`src/rtl/tx_code_group_gen_pkg.sv`:
```
// Shared encodings and code-group constants for the 1000BASE-X
// transmit code-group generator.
package tx_code_group_gen_pkg;

    localparam logic [2:0] OS_D = 3'd0;
    localparam logic [2:0] OS_I = 3'd1;
    localparam logic [2:0] OS_S = 3'd2;
    localparam logic [2:0] OS_T = 3'd3;
    localparam logic [2:0] OS_R = 3'd4;
    localparam logic [2:0] OS_V = 3'd5;

    typedef enum logic [1:0] {
        ST_GEN = 2'd0,
        ST_I1B = 2'd1,
        ST_I2B = 2'd2
    } state_e;

    // Octet values fed to the encoder for each special code group
    localparam logic [7:0] OCT_K28_5 = 8'hBC;
    localparam logic [7:0] OCT_K27_7 = 8'hFB;
    localparam logic [7:0] OCT_K29_7 = 8'hFD;
    localparam logic [7:0] OCT_K23_7 = 8'hF7;
    localparam logic [7:0] OCT_K30_7 = 8'hFE;
    localparam logic [7:0] OCT_D5_6  = 8'hC5;
    localparam logic [7:0] OCT_D16_2 = 8'h50;

    localparam logic [9:0] K28_5_N = 10'h0FA;
    localparam logic [9:0] K28_5_P = 10'h305;
    localparam logic [9:0] K27_7_N = 10'h368;
    localparam logic [9:0] K27_7_P = 10'h097;
    localparam logic [9:0] K29_7_N = 10'h2E8;
    localparam logic [9:0] K29_7_P = 10'h117;
    localparam logic [9:0] K23_7_N = 10'h3A8;
    localparam logic [9:0] K23_7_P = 10'h057;
    localparam logic [9:0] K30_7_N = 10'h1E8;
    localparam logic [9:0] K30_7_P = 10'h217;
    localparam logic [9:0] D5_6_N  = 10'h296;
    localparam logic [9:0] D5_6_P  = 10'h296;
    localparam logic [9:0] D16_2_N = 10'h1B5;
    localparam logic [9:0] D16_2_P = 10'h245;

endpackage

```
`src/rtl/tx_code_group_gen_encoder.sv`:
```
// Combinational 8B/10B encoder; 6b and 4b sub-blocks each
// update running disparity in turn.
module encoder_8b10b (
    input  logic [7:0] octet,
    input  logic       is_k,
    input  logic       rd_in,
    output logic [9:0] code,
    output logic       rd_out
);

    logic [4:0] x;
    logic [2:0] y;
    logic [5:0] six_n, six;
    logic [3:0] four_n, four;
    logic       k28, flip6, rd6, alt7, flip4;

    assign x = octet[4:0];
    assign y = octet[7:5];

    always_comb begin
        six_n = 6'b000000;
        unique case (x)
            5'd0:  six_n = 6'b100111;
            5'd1:  six_n = 6'b011101;
            5'd2:  six_n = 6'b101101;
            5'd3:  six_n = 6'b110001;
            5'd4:  six_n = 6'b110101;
            5'd5:  six_n = 6'b101001;
            5'd6:  six_n = 6'b011001;
            5'd7:  six_n = 6'b111000;
            5'd8:  six_n = 6'b111001;
            5'd9:  six_n = 6'b100101;
            5'd10: six_n = 6'b010101;
            5'd11: six_n = 6'b110100;
            5'd12: six_n = 6'b001101;
            5'd13: six_n = 6'b101100;
            5'd14: six_n = 6'b011100;
            5'd15: six_n = 6'b010111;
            5'd16: six_n = 6'b011011;
            5'd17: six_n = 6'b100011;
            5'd18: six_n = 6'b010011;
            5'd19: six_n = 6'b110010;
            5'd20: six_n = 6'b001011;
            5'd21: six_n = 6'b101010;
            5'd22: six_n = 6'b011010;
            5'd23: six_n = 6'b111010;
            5'd24: six_n = 6'b110011;
            5'd25: six_n = 6'b100110;
            5'd26: six_n = 6'b010110;
            5'd27: six_n = 6'b110110;
            5'd28: six_n = 6'b001110;
            5'd29: six_n = 6'b101110;
            5'd30: six_n = 6'b011110;
            5'd31: six_n = 6'b101011;
        endcase
        k28 = is_k && (x == 5'd28);
        if (k28) six_n = 6'b001111;
        // D.7 is balanced yet still has a distinct RD+ form
        flip6 = ($countones(six_n) != 3) || ((x == 5'd7) && !k28);
        six = (rd_in && flip6) ? ~six_n : six_n;
        rd6 = ($countones(six) == 3) ? rd_in : ($countones(six) > 3);

        alt7 = (y == 3'd7) && (is_k ||
               (!rd6 && (x == 5'd17 || x == 5'd18 || x == 5'd20)) ||
               (rd6 && (x == 5'd11 || x == 5'd13 || x == 5'd14)));
        four_n = 4'b0000;
        unique case (y)
            3'd0: four_n = 4'b1011;
            3'd1: four_n = 4'b1001;
            3'd2: four_n = 4'b0101;
            3'd3: four_n = 4'b1100;
            3'd4: four_n = 4'b1101;
            3'd5: four_n = 4'b1010;
            3'd6: four_n = 4'b0110;
            3'd7: four_n = alt7 ? 4'b0111 : 4'b1110;
        endcase
        flip4 = ($countones(four_n) != 2) || (y == 3'd3);
        four = (rd6 && flip4) ? ~four_n : four_n;
        // K28.y balanced tails are inverted relative to data
        if (k28 && !flip4) four = rd6 ? four_n : ~four_n;
        rd_out = ($countones(four) == 2) ? rd6 : ($countones(four) > 2);
        code = {six, four};
    end

endmodule

```
`src/rtl/tx_code_group_gen.sv`:
```
// Transmit code-group FSM: maps ordered sets to one code group
// per clock with registered outputs and running disparity.
module tx_code_group_gen
    import tx_code_group_gen_pkg::*;
(
    input  logic       GTX_CLK,
    input  logic       mr_main_reset,
    input  logic [2:0] tx_o_set,
    input  logic [7:0] TXD,
    output logic [9:0] tx_code_group,
    output logic       tx_even,
    output logic       TX_OSET_indicate,
    output logic       tx_disparity
);

    state_e     state_q, state_d;
    logic [9:0] code_q, code_d;
    logic       even_q, even_d;
    logic       ind_q, ind_d;
    logic       rd_q, rd_d;
    logic [7:0] octet;
    logic       is_k;

    encoder_8b10b u_enc (
        .octet  (octet),
        .is_k   (is_k),
        .rd_in  (rd_q),
        .code   (code_d),
        .rd_out (rd_d)
    );

    always_ff @(posedge GTX_CLK or negedge mr_main_reset) begin
        if (!mr_main_reset) begin
            state_q <= ST_GEN;
            code_q  <= 10'h000;
            even_q  <= 1'b0;
            ind_q   <= 1'b0;
            rd_q    <= 1'b0;
        end else begin
            state_q <= state_d;
            code_q  <= code_d;
            even_q  <= even_d;
            ind_q   <= ind_d;
            rd_q    <= rd_d;
        end
    end

    always_comb begin
        state_d = ST_GEN;
        unique case (state_q)
            ST_GEN: begin
                if (tx_o_set == OS_I)
                    state_d = rd_q ? ST_I1B : ST_I2B;
            end
            ST_I1B:  state_d = ST_GEN;
            ST_I2B:  state_d = ST_GEN;
            default: state_d = ST_GEN;
        endcase
    end

    always_comb begin
        octet  = OCT_K30_7;
        is_k   = 1'b1;
        even_d = ~even_q;
        ind_d  = 1'b1;
        unique case (state_q)
            ST_GEN: begin
                unique case (tx_o_set)
                    OS_D: begin
                        octet = TXD;
                        is_k  = 1'b0;
                    end
                    OS_I: begin
                        octet  = OCT_K28_5;
                        even_d = 1'b1;
                        ind_d  = 1'b0;
                    end
                    OS_S:    octet = OCT_K27_7;
                    OS_T:    octet = OCT_K29_7;
                    OS_R:    octet = OCT_K23_7;
                    default: octet = OCT_K30_7;
                endcase
            end
            ST_I1B: begin
                octet  = OCT_D5_6;
                is_k   = 1'b0;
                even_d = 1'b0;
            end
            ST_I2B: begin
                octet  = OCT_D16_2;
                is_k   = 1'b0;
                even_d = 1'b0;
            end
            default: ;
        endcase
    end

    assign tx_code_group    = code_q;
    assign tx_even          = even_q;
    assign TX_OSET_indicate = ind_q;
    assign tx_disparity     = rd_q;

endmodule

```
`config.mk`:
```
export PLATFORM = sky130hd
export DESIGN_NAME = tx_code_group_gen
export DESIGN_NICKNAME = d
export VERILOG_FILES = /design/src/rtl/tx_code_group_gen_pkg.sv /design/src/rtl/tx_code_group_gen_encoder.sv /design/src/rtl/tx_code_group_gen.sv
export SDC_FILE = /design/constraint.sdc
export NUM_CORES = 1
export LEC_CHECK = 0
export BUFFER_PORTS_ARGS = -buffer_cell sky130_fd_sc_hd__buf_2
export CAP_MARGIN = 20
export CORE_AREA = 2 2 65 67
export DETAILED_ROUTE_END_ITERATION = 12
export DIE_AREA = 0 0 67 69
export PLACE_DENSITY = 0.73
export SLEW_MARGIN = 10
export SYNTH_ARGS = -nofsm -noshare
export SYNTH_HDL_FRONTEND = slang
export SYNTH_SLANG_ARGS = --single-unit
```
`constraint.sdc`:
```
create_clock -name GTX_CLK -period 8.6 [get_ports GTX_CLK]
set_clock_uncertainty 0.05 [all_clocks]
set_input_delay 0 -clock GTX_CLK [delete_from_list [all_inputs] [get_ports GTX_CLK]]
set_output_delay 0 -clock GTX_CLK [all_outputs]
set_load 0.1 [all_outputs]
```
# After elaboration in Yosys (flattened, before gate mapping)
# Memory sizes are Yosys's and may differ from the RTL's.
# Index checks and enable logic that the tools add are counted.
# Widths: inputs -> output; s select.
classes:
  reduce_logical: 23
  muxes: 20
  add_sub_neg: 16
  eq_ne: 25
  magnitude_cmp: 2
  n_bitwise: 3
op_table:
  columns: ["cell", "count"]
  rows:
  - ["$add 32x32->32", 6]
  - ["$eq 32x3->1 const B", 2]
  - ["$gt 32x3->1 const B", 2]
  - ["$ne 32x3->1 const B", 2]
  - ["$pmux 8 s5", 1]
  - ["$pmux 4 s8", 1]
  - ["$pmux 8 s3", 1]
  - ["$add 1x1->2", 10]
  - ["$eq 5x5->1 const B", 4]
  - ["$mux 4", 4]
  - ["$eq 3x3->1 const B", 5]
  - ["$eq 5x4->1 const B", 3]
  - ["$eq 3x2->1 const B", 4]
  - ["$mux 6", 2]
  - ["$logic_and 1x1->1", 8]
  - ["$logic_or 1x1->1", 8]
  - ["$eq 3x1->1 const B", 2]
  - ["$logic_not 3->1", 2]
  - ["$mux 1", 6]
  - ["$mux 2", 3]
  - ["$not 6->6", 1]
  - ["$eq 5x3->1 const B", 1]
  - ["$not 4->4", 1]
  - ["$pmux 1 s2", 2]
  - ["6 further kinds", 8]
word_totals:
  register_bits: 15
  romBits: 192
  word_cells: 95
  n_memories: 1
mem_list:
  columns: ["memory", "depth", "width", "read_ports", "rd_ports_with_merged_regs", "write_ports", "line", "text"]
  rows:
  - ["(no name shown)", 32, 6, 1, 0, 0, "tx_code_group_gen_encoder.sv:22", "unique case (x)"]

# Longest topological paths before layout
depth:
  word_depth: 36
  ltp_mapped: 37
  mapped_depth_nobuf: 35

# Cells and area by module
# Synthesis repeated with hierarchy kept, for this count alone.
unflattened:
  hier_cells: 195
  hier_area_um2: 1725.4
modules_own_cells:
  columns: ["mod", "n_inst", "area_per_inst_um2", "cells_each"]
  rows:
  - ["encoder_8b10b", 1, 1104.8, 140]
  - ["tx_code_group_gen", 1, 620.6, 55]

# Worst setup path after synthesis
# Ideal clock, no wire load.
synth_path:
  path_kind: "reg-to-reg"
  startpoint: "register state_q[0]"
  endpoint: "register rd_q (netlist: tx_disparity)"
  t_arrival_ps: 7184
  path_slack_ps: 1244
  setup_time_ps: 122
  path_buffers: 1
  synth_period_minus_slack_ps: 7356
  required_time_ps: 8428
  path_stages_with_launch: 34
  cell_sequence: "dfrtp_1 > inv_1 > ha_1 > nor2b_1 > a311oi_1 > inv_1 > ha_1 > o21ai_0 > a21oi_1 > a311oi_1 > a31oi_1 > inv_1 > ha_1 > fa_1 > ha_1 > nand2_1 > o41ai_1 > buf_6 > nor2_1 > mux2i_1 > fa_1 > inv_1 > ha_1 > nand3_1 > nand3b_1 > nand2b_1 > o311ai_1 > o21ai_1 > xor2_1 > ha_1 > ha_1 > fa_1 > o21ai_0 > nand2b_1"
synth_via:
  elab_chain_cells: 35
  elab_cells_between_ends: 75
synth_rtl:
  columns: ["item", "line", "text"]
  rows:
  - ["start, declared", "tx_code_group_gen.sv:16", "state_e state_q, state_d;"]
  - ["start signal, assigned", "tx_code_group_gen.sv:40", "state_q <= state_d;"]
  - ["branches (longest 30 deep; another with $add 32x32->32)", null, null]
  - ["$mux 4 (*)", "tx_code_group_gen_encoder.sv:80", "if (k28 && !flip4) four = rd6 ? four_n : ~four_n;"]
  - ["named net code_d[3]", "tx_code_group_gen.sv:17", "logic [9:0] code_q, code_d;"]
  - ["$add 1x1->2 (implied by the code) (*)", "tx_code_group_gen_encoder.sv:81", "rd_out = ($countones(four) == 2) ? rd6 : ($countones(four) > 2);"]
  - ["$add 32x32->32 (implied by the code) (*)", "tx_code_group_gen_encoder.sv:81", null]
  - ["$gt 32x3->1 / $eq 32x3->1 (equally long branches)", "tx_code_group_gen_encoder.sv:81", null]
  - ["$mux 1 (*)", "tx_code_group_gen_encoder.sv:81", null]
  - ["named net rd_d", "tx_code_group_gen.sv:20", "logic rd_q, rd_d;"]
  - ["end signal, assigned", "tx_code_group_gen.sv:44", "rd_q <= rd_d;"]
  - ["end, declared", "tx_code_group_gen.sv:20", null]
# Mark *: on every way through the listed nets, which the timed path passes.

# Final worst setup path
# Same ends and word-level chain as after synthesis.

==> results list <==
* Initial antenna violation count: 0
- Final WL: 3.648 mm
* Layout Cells excl Fill: 266
- Result of the run: finished, final reports clean
- Sequential element share of the synthesized area: 0.2209
- For this run, the detailed router's first-pass iteration total came to 4.
* DR DRC count: 0
* Worst endpoint data arrival time: 8.08 ns
- Post-CTS Setup Repair Bufs: 0
- Req. time, crit path: 8.69 ns
- For this run, asynchronously set or reset flops after synthesis account for 1.000.
- Die extent in x: 67 um
* Overall fraction of global-route tracks in use: 0.1626
* Setup violations, final: 0
- The largest total area in the synthesized netlist belongs to dfrtp_1.
* FF+latch count, synth: 15
* Post-Place Cells: 261
- The layout has 393 filler cells.
- Clock input transition at the sequential cells of the worst setup and hold paths: 0.06 ns
- The number of pins with negative max-slew slack in the final report came to 0.
* DR vias/cell: 5.489
* Area Overhead vs Synth: 14.51%
- Post-Syn Nets: 229
* N_diodes: 0
* Net total in the final layout: 256
- Ratio of cells with drive above 1 in the final layout: 0.2361
- For the pin with the worst max-slew slack, the measured transition is 0.6846 ns.
* Wire length on met2: 1.682 mm
- At the end of routability-driven placement, the weighted congestion stood at 0.8741.
- Counting the buffers created by CTS gives 3.
- Worst slew slack as a fraction of its limit: 0.5436
* Most used flip-flop cell after synthesis: dfrtp_1
- Setup Slack @ Placement: 0.1781 ns
- Total of max-cap violations: 0
* CP max FO: 16
- The count of nets left with antenna violations once routing finished came out at 0.
- Final Hold Vio Count: 0
- In the finished design, the share of the clock period the worst path needs comes to 0.9290.
- Kind of path behind the tightest hold check: primary input to async pin
- The multi-input combinational cells in the finished layout cover a total of 1262 sq um.
- The average instance in the mapped netlist occupies 8.943 sq um.
- Proportion of netlist area held by the largest area contributor: 0.2209
- The largest single stage delay on the critical path is 0.54 ns.
* Floorplan die height: 69 um
- After the first detailed-routing iteration, the DRC count stood at 80.
- Summed over all failing endpoints, the final setup total negative slack is 0 ns.
- The highest layer touched by signal routing is met4.
- In this run the standard cell core region covers 3914 sq um.
* Number of sinks on the clock net: 15
- Count of cell types in the netlist: 54
- Largest cells by area after synthesis: dfrtp_1 (22%), ha_1 (15%), fa_1 (5.9%)
* Worst Setup Start Kind: flop
- Mapped cell area: 1699 sq um
* Count of standard-cell rows: 23
- Clock tree from TritonCTS: built
* Starting utilization of the core area: 0.4341
- Port Buffers: 25
- Dpl hpwl: 2.925 mm
* Most common cell type on the critical path: ha_1
- Critical Path End Type: flop
- 26 I/O pins were placed.
* Post-Syn Instances: 190
- Clock tree synthesis selected as its root buffer the cell clkbuf_8.
- Shortest clock period the worst path allows after layout: 7.989 ns
- Number of enable flip-flop cells after synthesis: 0
* Detail Route met3 WL: 152 um
- PnR worst setup slack: 0.6110 ns
- Crit path max-delay cell type: fa_1
- The routed layout has 1460 vias.
- The critical path is of the flop to flop type.
* Depth of the CTS H-tree: 1
* Largest net degree at the start of global routing: 17
* Total of warnings raised by yosys: 0
- WL met1: 1.740 mm
* Global-route wire length before repair: 5.913 mm
- Overall die area: 4623 sq um
- Reg2Reg Depth: 33
- Via count of the first global-routing pass: 1299
* Clock latency of the later-clocked register in the worst-skew pair: 0.25 ns
- Register Area: 375.4 sq um
- Global routing finished with a remaining overflow of 0.
- No sink is reached through more buffers than the 2 on the longest clock path.
- Setup repair after global routing left no endpoint under its margin.
- Routed wire per std cell: 13.71 um
* Highest achievable clock rate: 125.2 MHz
[path summary, 6_finish.rpt]
| kind | start | end | slack, ns |
|---|---|---|---|
| max | state_q[0] | tx_disparity | 0.61 |
| min | mr_main_reset | state_q[0] | 0.12 |
| max reg2reg | state_q[0] | tx_disparity | 0.61 |
| min reg2reg | tx_even | tx_even | 0.43 |
| max in group asynchronous | mr_main_reset | tx_code_group[9] | 8.14 |
| min in group GTX_CLK | tx_o_set[0] | TX_OSET_indicate | 0.12 |
[cells in the mapped netlist, drive strengths merged, types with 3 or more instances]
library cell,n
a21oi,7
a31oi,5
and2,4
buf,4
dfrtp,15
fa,5
ha,21
inv,13
mux2i,4
nand2,11
nand2b,4
nand3,3
nor2,18
nor2b,9
nor3,5
o21ai,11
o22ai,3
or2,3
xnor2,8
xor2,3
[area by class of cell]
type | instances | share of cell area
Multi-Input combinational cell | 156 | 0.6489
Sequential cell | 15 | 0.1929
Timing Repair Buffer | 28 | 0.07717
Tap cell | 50 | 0.03215
Inverter | 13 | 0.02508
Clock buffer | 3 | 0.02122
Clock inverter | 1 | 0.002572
[cell usage in the layout, fill, tap and decap left out, drive strengths merged, types with 2 or more instances in the layout]
master / instances
a2111oi: 2
a21o: 2
a21oi: 7
a221o: 2
a311oi: 2
a31oi: 5
and2: 4
and3: 2
buf: 27
clkbuf: 3
dfrtp: 15
fa: 5
ha: 21
inv: 13
mux2i: 4
nand2: 11
nand2b: 4
nand3: 3
nand3b: 2
nand4: 2
nor2: 18
nor2b: 9
nor3: 5
o21ai: 11
o22ai: 3
or2: 3
xnor2: 8
xor2: 3
[timing repair]
item / in CTS / in global routing
hold endpoints to repair: 15 / 0
endpoints found under the setup margin: 0 / 1
resized for setup: 0 / 5
hold buffers: 1 / 0
[critical path, delay by kind of cell (launching register included)]
family	cells	cell delay [ns]
xor gates and xnor gates	1	0.21
DFF	1	0.46
adders and majority gates	10	3.44
AOI/OAI and AO/OA	9	2.01
and+or+nand+nor	7	1.10
muxes	1	0.09
buffers and inverters	5	0.51
[flip-flops by register name (all words and copies together), names as in the netlist]
register	cells
tx_even	1
tx_code_group	10
TX_OSET_indicate	1
tx_disparity	1
state_q	2
[metal layers]
metal | up-vias | track usage
li1 | 735 | -
met1 | 684 | 0.2326
met2 | 36 | 0.2387
met3 | 5 | 0.01794
met4 | 0 | 0.07937
met5 | - | 0
[metrics by stage]
step	hold WS, ns	instance area (sq um)	utilization
floorplan	-0.3456	1699	-
detailed placement	-0.1334	1863	0.4760
CTS	0.1082	1919	0.4904
global route	0.1333	1946	0.4971
finish	0.1161	1946	0.4971
global placement	-0.1408	1863	0.4760
[kinds of logic (layout without fill, tap and decap cells)]
kind of cell | after synthesis | count (layout) | synth area share
adder cells (fa/ha/maj) | 26 | 26 | 0.2136
flip-flops | 15 | 15 | 0.2209
multiplexers | 4 | 4 | 0.02357
buffers and inverters | 19 | 45 | 0.05596
XOR/XNOR | 11 | 11 | 0.05671
AO/OA/AOI/OAI | 47 | 47 | 0.2143
AND/OR/NAND/NOR | 68 | 68 | 0.2150
Power is not shown: default switching activity piles up to over one toggle a cycle in this logic, so the estimate is an artifact.
